`config.mk`:
```
export PLATFORM = sky130hd
export DESIGN_NAME = mult_acc
export DESIGN_NICKNAME = d
export VERILOG_FILES = /design/src/rtl/mult_acc.sv
export SDC_FILE = /design/constraint.sdc
export NUM_CORES = 1
export LEC_CHECK = 0
export ABC_AREA = 1
export CELL_PAD_IN_SITES_DETAIL_PLACEMENT = 0
export CELL_PAD_IN_SITES_GLOBAL_PLACEMENT = 1
export CORE_ASPECT_RATIO = 1.1
export CORE_MARGIN = 5
export CORE_UTILIZATION = 30
export DETAILED_ROUTE_END_ITERATION = 12
export GPL_TIMING_DRIVEN = 0
export HOLD_SLACK_MARGIN = 0.15
export PLACE_DENSITY = 0.54
export REMOVE_ABC_BUFFERS = 1
export SETUP_SLACK_MARGIN = 0.2
export SLEW_MARGIN = 20
export SYNTH_ARGS = -nofsm -noshare
export SYNTH_HDL_FRONTEND = slang
export SYNTH_SLANG_ARGS = --single-unit
```
`constraint.sdc`:
```
create_clock -name clock -period 15.9 [get_ports clock]
set_input_delay 3.18 -clock clock [delete_from_list [all_inputs] [get_ports clock]]
set_output_delay 3.18 -clock clock [all_outputs]
set_load 0.05 [all_outputs]
```
`src/rtl/mult_acc.sv`:
```
// rtl/mult_acc.sv - pipelined signed multiply-accumulate with rounded, saturated output
//
// Four-stage, no-back-pressure MAC. Beats are qualified by in_valid; in_first
// starts a new sum, in_last closes it and requests one output word.
//
//   Stage 1: register operands and beat flags
//   Stage 2: full-precision signed product
//   Stage 3: accumulator (load on first, add otherwise, wraps modulo 2^WL_ACC)
//   Stage 4: round-half-up by SHIFT, saturate to WL_OUT, register result
//
// A last beat sampled at edge k produces a one-cycle out_valid after edge k+3.
//
// Ports:
//   clock      - single clock, rising edge
//   reset      - asynchronous, active-high; clears every register
//   in_valid   - qualifies in_first/in_last/in_a/in_b
//   in_first   - beat starts a new sum
//   in_last    - beat ends the sum and requests an output
//   in_a, in_b - signed operands
//   out        - rounded, saturated sum (holds between pulses)
//   out_valid  - one-cycle pulse qualifying out
//   out_sat    - saturation was applied to the current out

module mult_acc #(
    parameter int WL_A   = 16,
    parameter int WL_B   = 16,
    parameter int WL_ACC = 40,
    parameter int SHIFT  = 15,
    parameter int WL_OUT = 16
) (
    input  logic                     clock,
    input  logic                     reset,
    input  logic                     in_valid,
    input  logic                     in_first,
    input  logic                     in_last,
    input  logic signed [WL_A-1:0]   in_a,
    input  logic signed [WL_B-1:0]   in_b,
    output logic signed [WL_OUT-1:0] out,
    output logic                     out_valid,
    output logic                     out_sat
);

    localparam int WL_P = WL_A + WL_B;
    localparam int WL_R = WL_ACC + 1;

    // Rounding constant 2^(SHIFT-1); zero when no shift is applied.
    localparam int              RND_POS = (SHIFT > 0) ? SHIFT - 1 : 0;
    localparam logic [WL_R-1:0] RND     = (SHIFT > 0) ? (WL_R'(1) << RND_POS) : '0;

    localparam logic signed [WL_OUT-1:0] OUT_MAX = {1'b0, {(WL_OUT-1){1'b1}}};
    localparam logic signed [WL_OUT-1:0] OUT_MIN = {1'b1, {(WL_OUT-1){1'b0}}};

    // ---------------------------------------------------------------- stage 1
    logic                   s1_valid;
    logic                   s1_first;
    logic                   s1_last;
    logic signed [WL_A-1:0] s1_a;
    logic signed [WL_B-1:0] s1_b;

    // Flags are gated by in_valid here so later stages only look at *_valid.
    always_ff @(posedge clock or posedge reset) begin
        if (reset) begin
            s1_valid <= 1'b0;
            s1_first <= 1'b0;
            s1_last  <= 1'b0;
            s1_a     <= '0;
            s1_b     <= '0;
        end else begin
            s1_valid <= in_valid;
            s1_first <= in_valid & in_first;
            s1_last  <= in_valid & in_last;
            if (in_valid) begin
                s1_a <= in_a;
                s1_b <= in_b;
            end
        end
    end

    // ---------------------------------------------------------------- stage 2
    logic                   s2_valid;
    logic                   s2_first;
    logic                   s2_last;
    logic signed [WL_P-1:0] s2_prod;
    logic signed [WL_P-1:0] prod;

    // Both operands signed, assigned to a full-width target: exact product.
    always_comb begin
        prod = s1_a * s1_b;
    end

    always_ff @(posedge clock or posedge reset) begin
        if (reset) begin
            s2_valid <= 1'b0;
            s2_first <= 1'b0;
            s2_last  <= 1'b0;
            s2_prod  <= '0;
        end else begin
            s2_valid <= s1_valid;
            s2_first <= s1_first;
            s2_last  <= s1_last;
            if (s1_valid) begin
                s2_prod <= prod;
            end
        end
    end

    // ---------------------------------------------------------------- stage 3
    logic signed [WL_ACC-1:0] acc;
    logic signed [WL_ACC-1:0] prod_ext;
    logic                     s3_last;

    // Signed size cast sign-extends, and stays legal when WL_ACC == WL_P.
    always_comb begin
        prod_ext = WL_ACC'(s2_prod);
    end

    // Bubbles leave acc untouched. Overflow wraps; the output stage clamps.
    always_ff @(posedge clock or posedge reset) begin
        if (reset) begin
            acc     <= '0;
            s3_last <= 1'b0;
        end else begin
            s3_last <= s2_valid & s2_last;
            if (s2_valid) begin
                if (s2_first) begin
                    acc <= prod_ext;
                end else begin
                    acc <= acc + prod_ext;
                end
            end
        end
    end

    // ---------------------------------------------------------------- stage 4
    logic signed [WL_R-1:0]     acc_ext;
    logic signed [WL_R-1:0]     rnd_sum;
    logic signed [WL_R-1:0]     r;
    logic        [WL_R-WL_OUT:0] r_hi;
    logic                       r_fits;
    logic signed [WL_OUT-1:0]   sat_val;
    logic                       sat_flag;

    // The extra guard bit keeps the rounding add from overflowing.
    // r fits in WL_OUT bits exactly when every bit from the output sign
    // bit upward agrees.
    always_comb begin
        acc_ext = WL_R'(acc);
        rnd_sum = acc_ext + $signed(RND);
        r       = rnd_sum >>> SHIFT;
        r_hi    = r[WL_R-1:WL_OUT-1];
        r_fits  = (r_hi == '0) || (r_hi == '1);
        if (r_fits) begin
            sat_val  = r[WL_OUT-1:0];
            sat_flag = 1'b0;
        end else begin
            sat_val  = r[WL_R-1] ? OUT_MIN : OUT_MAX;
            sat_flag = 1'b1;
        end
    end

    always_ff @(posedge clock or posedge reset) begin
        if (reset) begin
            out       <= '0;
            out_sat   <= 1'b0;
            out_valid <= 1'b0;
        end else begin
            out_valid <= s3_last;
            if (s3_last) begin
                out     <= sat_val;
                out_sat <= sat_flag;
            end
        end
    end

endmodule

```
After elaboration in Yosys (flattened, before gate mapping)

Index checks and enable logic that the tools add are counted.

Mux-type cells: 4
Multipliers: 1
Bitwise logic cells: 3
Eq/ne operators: 1
$add $sub $neg: 2
Reductions and logical operators: 2

Operators by type and width:

| operator               | count |
|---|---|
| $add 40x16->41 const B | 1 |
| $add 40x32->40         | 1 |
| $mux 40                | 1 |
| $mul 16x16->32         | 1 |
| $mux 16                | 2 |
| $eq 26x26->1 const B   | 1 |
| $logic_not 26->1       | 1 |
| $and 1x1->1            | 3 |
| $logic_or 1x1->1       | 1 |
| $mux 1                 | 1 |

Word-level logic and storage cells: 27
Register bits: 129
Output and inout bits: 18
Bits of input ports: 37

Longest topological paths before layout

Depth in word-level cells: 4
Mapped depth: 28

Worst setup path after synthesis

No wires, ideal clock.

Kind: register to register
From: register s1_a[15]
To: register s2_prod[27]
Slack: 10,039 ps
Cell stages (with the launch flop): 23
Path buffers: 2
Data required time: 15,782 ps
Arrival: 5,743 ps
Path through: dfrtp_1 > clkbuf_1 > clkbuf_1 > nand2_1 > inv_1 > fa_1 > fa_1 > inv_1 > fa_1 > fa_1 > fa_1 > fa_1 > inv_1 > ha_1 > nand2_1 > o21ai_0 > a21oi_1 > nand3_1 > nand2_1 > nand2_1 > or2_2 > nand3_1 > nand2_1

Longest elaborated chain between the ends: 1

Ends and longest elaborated chain:

| element                | line | RTL |
|---|---|---|
| from (decl)            | 57   | `logic signed [WL_A-1:0] s1_a;` |
| from (signal assigned) | 73   | `s1_a <= in_a;` |
| $mul 16x16->32         | 88   | `prod = s1_a * s1_b;` |
| to (signal assigned)   | 102  | `s2_prod <= prod;` |
| to (decl)              | 83   | `logic signed [WL_P-1:0] s2_prod;` |

No other way between the ends.
A chain may end at the register's enable or synchronous reset.

Worst setup path after layout

From: register s1_b[1]
To: register s2_prod[27]

Longest elaborated chain between the ends: 1

Ends and longest elaborated chain:

| element                | line | RTL |
|---|---|---|
| from (decl)            | 58   | `logic signed [WL_B-1:0] s1_b;` |
| from (signal assigned) | 74   | `s1_b <= in_b;` |
| $mul 16x16->32         | 88   |  |

No other way between the ends.

==> results.sh <==
export IMPL_status="complete, no violations"
export IMPL_synth_edf_count=0
export IMPL_relSlewSlack_pct=37.8
export IMPL_syn_area_sq_um=19100
export IMPL_end_kind="flop"
export IMPL_rrSetupSlack_ns=9.06
export IMPL_startpoint_type="flop"
export IMPL_grt_total_usage_pct=16.9
export IMPL_routedWlPerCell_um=16.4
export IMPL_hold_path_class="flop to flop"
export IMPL_boundaryPins=55
export IMPL_grt_pass1_wl_um=92700
export IMPL_ys_types=44
export IMPL_fillers=6922
export IMPL_finalMaxSlewViolations=0
export IMPL_path_clk_slew_ns=0.06
export IMPL_die_width_um=250
export IMPL_grt_ovfl_total=0
export IMPL_numCtsBuffers=17
export IMPL_drtIter0Drc=704
export IMPL_gp_congestion=0.865
export IMPL_cp_top_family="adder cells"
export IMPL_ys_warn_count=0
export IMPL_dieArea_sq_um=68800
export IMPL_clockBufferDepth=2
export IMPL_max_cap_violations=0
export IMPL_drc=0
export IMPL_rsz0062_at_grt="false"
export IMPL_cpMostUsedCell="fa_1"
export IMPL_setup_tns_ns=0
export IMPL_coreArea_sq_um=63400
export IMPL_path_cells="nand2_1, inv_1, fa_1, fa_1, inv_1, fa_1, fa_1, fa_1, fa_1, inv_1, ha_1, a21oi_1, o21ai_0, a21oi_1, nand3_1, nand2_1, nand2_1, or2_2, nand3_1, nand2_1"
export IMPL_worst_slack_ns=9.06
export IMPL_dr_pass1_iters=5
export IMPL_dp_cells=3394
export IMPL_ys_ff_latch=129
export IMPL_setup_viol_count_final=0
export IMPL_dp_slack_ns=9.01
export IMPL_tightestPinTransition_ns=0.932
export IMPL_synth_top_cell_area_share_pct=27.6
export IMPL_clock_latency_ns=0.48
export IMPL_final_cell_mix="nand2_1 (677), inv_1 (574), fa_1 (263)"
export IMPL_post_route_period_util_pct=43.0
export IMPL_crit_path_max_incr_delay_ns=0.80
export IMPL_vias_per_cell=4.57
export IMPL_critical_path_max_fanout=17
export IMPL_syn_area_per_cell_sq_um=7.37
export IMPL_crit_buf_inv=3
export IMPL_synth_flop_cell="dfrtp_1"
export IMPL_hold_viol=0
export IMPL_cts_sinks=129
export IMPL_drtAntennaViolNets=0
export IMPL_synth_cells=2590
export IMPL_synthTopCellsByArea="fa_1 (28%), dfrtp_1 (17%), nand2_1 (13%)"
export IMPL_drive_gt1_share_pct=4.45
export IMPL_die_h_um=275
export IMPL_fin_crit_ns=6.84
export IMPL_slowest_stage="dfrtp_1"
export IMPL_wirelength_um=56300
export IMPL_syn_to_final_growth_pct=10.2
export IMPL_cts_tree="built"
export IMPL_vias=15700
export IMPL_cts_resized=0
export IMPL_start_util_pct=30.1
export IMPL_crit_required_ns=16.25
export IMPL_nets=2994
export IMPL_antenna_found_initial=0
export IMPL_grt_pass1_vias=17000
export IMPL_port_buffers=54
export IMPL_yosys_area_top_type="fa_1"
export IMPL_cts_hold_buf=0
export IMPL_layout_commonest_cell="nand2_1"
export IMPL_cts_root_buf="clkbuf_16"
export IMPL_post_dp_hpwl_um=47100
export IMPL_fmax_mhz=146
export IMPL_cp_arrival_ns=7.20
export IMPL_htree_levels=4
export IMPL_async_reset_ff_share_pct=100
export IMPL_grt_max_degree=92
export IMPL_ys_seq_area_share_pct=16.9
export IMPL_diodes=0
export IMPL_path_class="flop to flop"
export IMPL_num_rows=97
export IMPL_fin_skew_ns=0.0221
export IMPL_final_cells=3426
export IMPL_postCtsSetupRepairBufs=0
through the flow:
| stage | hold WS (ns) | cell area [sq um] | util (%) |
|---|---|---|---|
| after floorplan | 0.331 | 18700 | - |
| after global placement | 0.338 | 20300 | 32.1 |
| after detailed placement | 0.337 | 20400 | 32.2 |
| after CTS | 0.348 | 21000 | 33.2 |
| after global routing | 0.356 | 21000 | 33.2 |
| final | 0.344 | 21000 | 33.2 |
synthesized netlist by cell type, types with 17 or more instances:
cell and instances:
dfrtp_1 129, nand4_1 23, clkbuf_1 89, fa_1 263, nand2_1 677, a21oi_1 113, inv_1 576, mux2_2 24
nor2_1 211, o21ai_0 101, nand3_1 84, xor2_1 30, ha_1 122, xnor2_1 17
worst register-to-register path, delay by kind of cell, from the launching register on:
family          cells  cell delay, ns
flops               1            0.80
compound gates      3            0.69
buf+inv             3            0.38
fa+ha+maj           7            3.77
simple gates        7            1.08
per-layer routing:
| metal | GRT usage (%) | up-vias | part of all wire (%) |
|---|---|---|---|
| met4 | 4.45 | 0 | 2.0 |
| met3 | 2.08 | 70 | 2.3 |
| met2 | 30.9 | 182 | 50 |
| met5 | 0 | - | 0 |
| met1 | 21.3 | 7660 | 45 |
| li1 | - | 7751 | - |
cell type report:
cell class | instances | area (sq um) | share of cell area, %
clock buffer | 19 | 443 | 2.11
clock inverter | 13 | 196 | 0.934
inverter | 579 | 2180 | 10.4
multi-input combinational | 1788 | 13300 | 63.3
sequential | 129 | 3230 | 15.4
tap | 841 | 1050 | 5.00
timing repair buffer | 57 | 603 | 2.87
path summary, 6_finish.rpt:
path	startpoint	to	cells past startpoint
min	s1_first	s2_first	0
max	s1_b[1]	s2_prod[27]	20
min reg2reg	s1_first	s2_first	0
max reg2reg	s1_b[1]	s2_prod[27]	20
min in group asynchronous	reset	s1_a[15]	2
max in group asynchronous	reset	s2_valid	3
registers in the layout (all words and copies together), names as in the netlist:
| signal | count |
|---|---|
| acc | 40 |
| s2_prod | 32 |
| out | 16 |
| s1_a | 16 |
| s1_b | 16 |
| out_sat | 1 |
| out_valid | 1 |
| s1_first | 1 |
| s1_last | 1 |
| s1_valid | 1 |
| s2_first | 1 |
| s2_last | 1 |
| s2_valid | 1 |
| s3_last | 1 |
kinds of logic (layout without fill, tap and decap cells):
logic type,count (synthesis),after routing,share of synthesized area [%]
adder cells (fa/ha/maj),385,385,35.6
AO/OA/AOI/OAI,277,277,8.10
flip-flops,129,129,16.9
XOR/XNOR,47,47,2.16
buffers and inverters,673,668,13.3
AND/OR/NAND/NOR,1055,1055,22.5
multiplexers,24,24,1.42
Power is not shown: default switching activity piles up to over one toggle a cycle in this logic, so the estimate is an artifact.
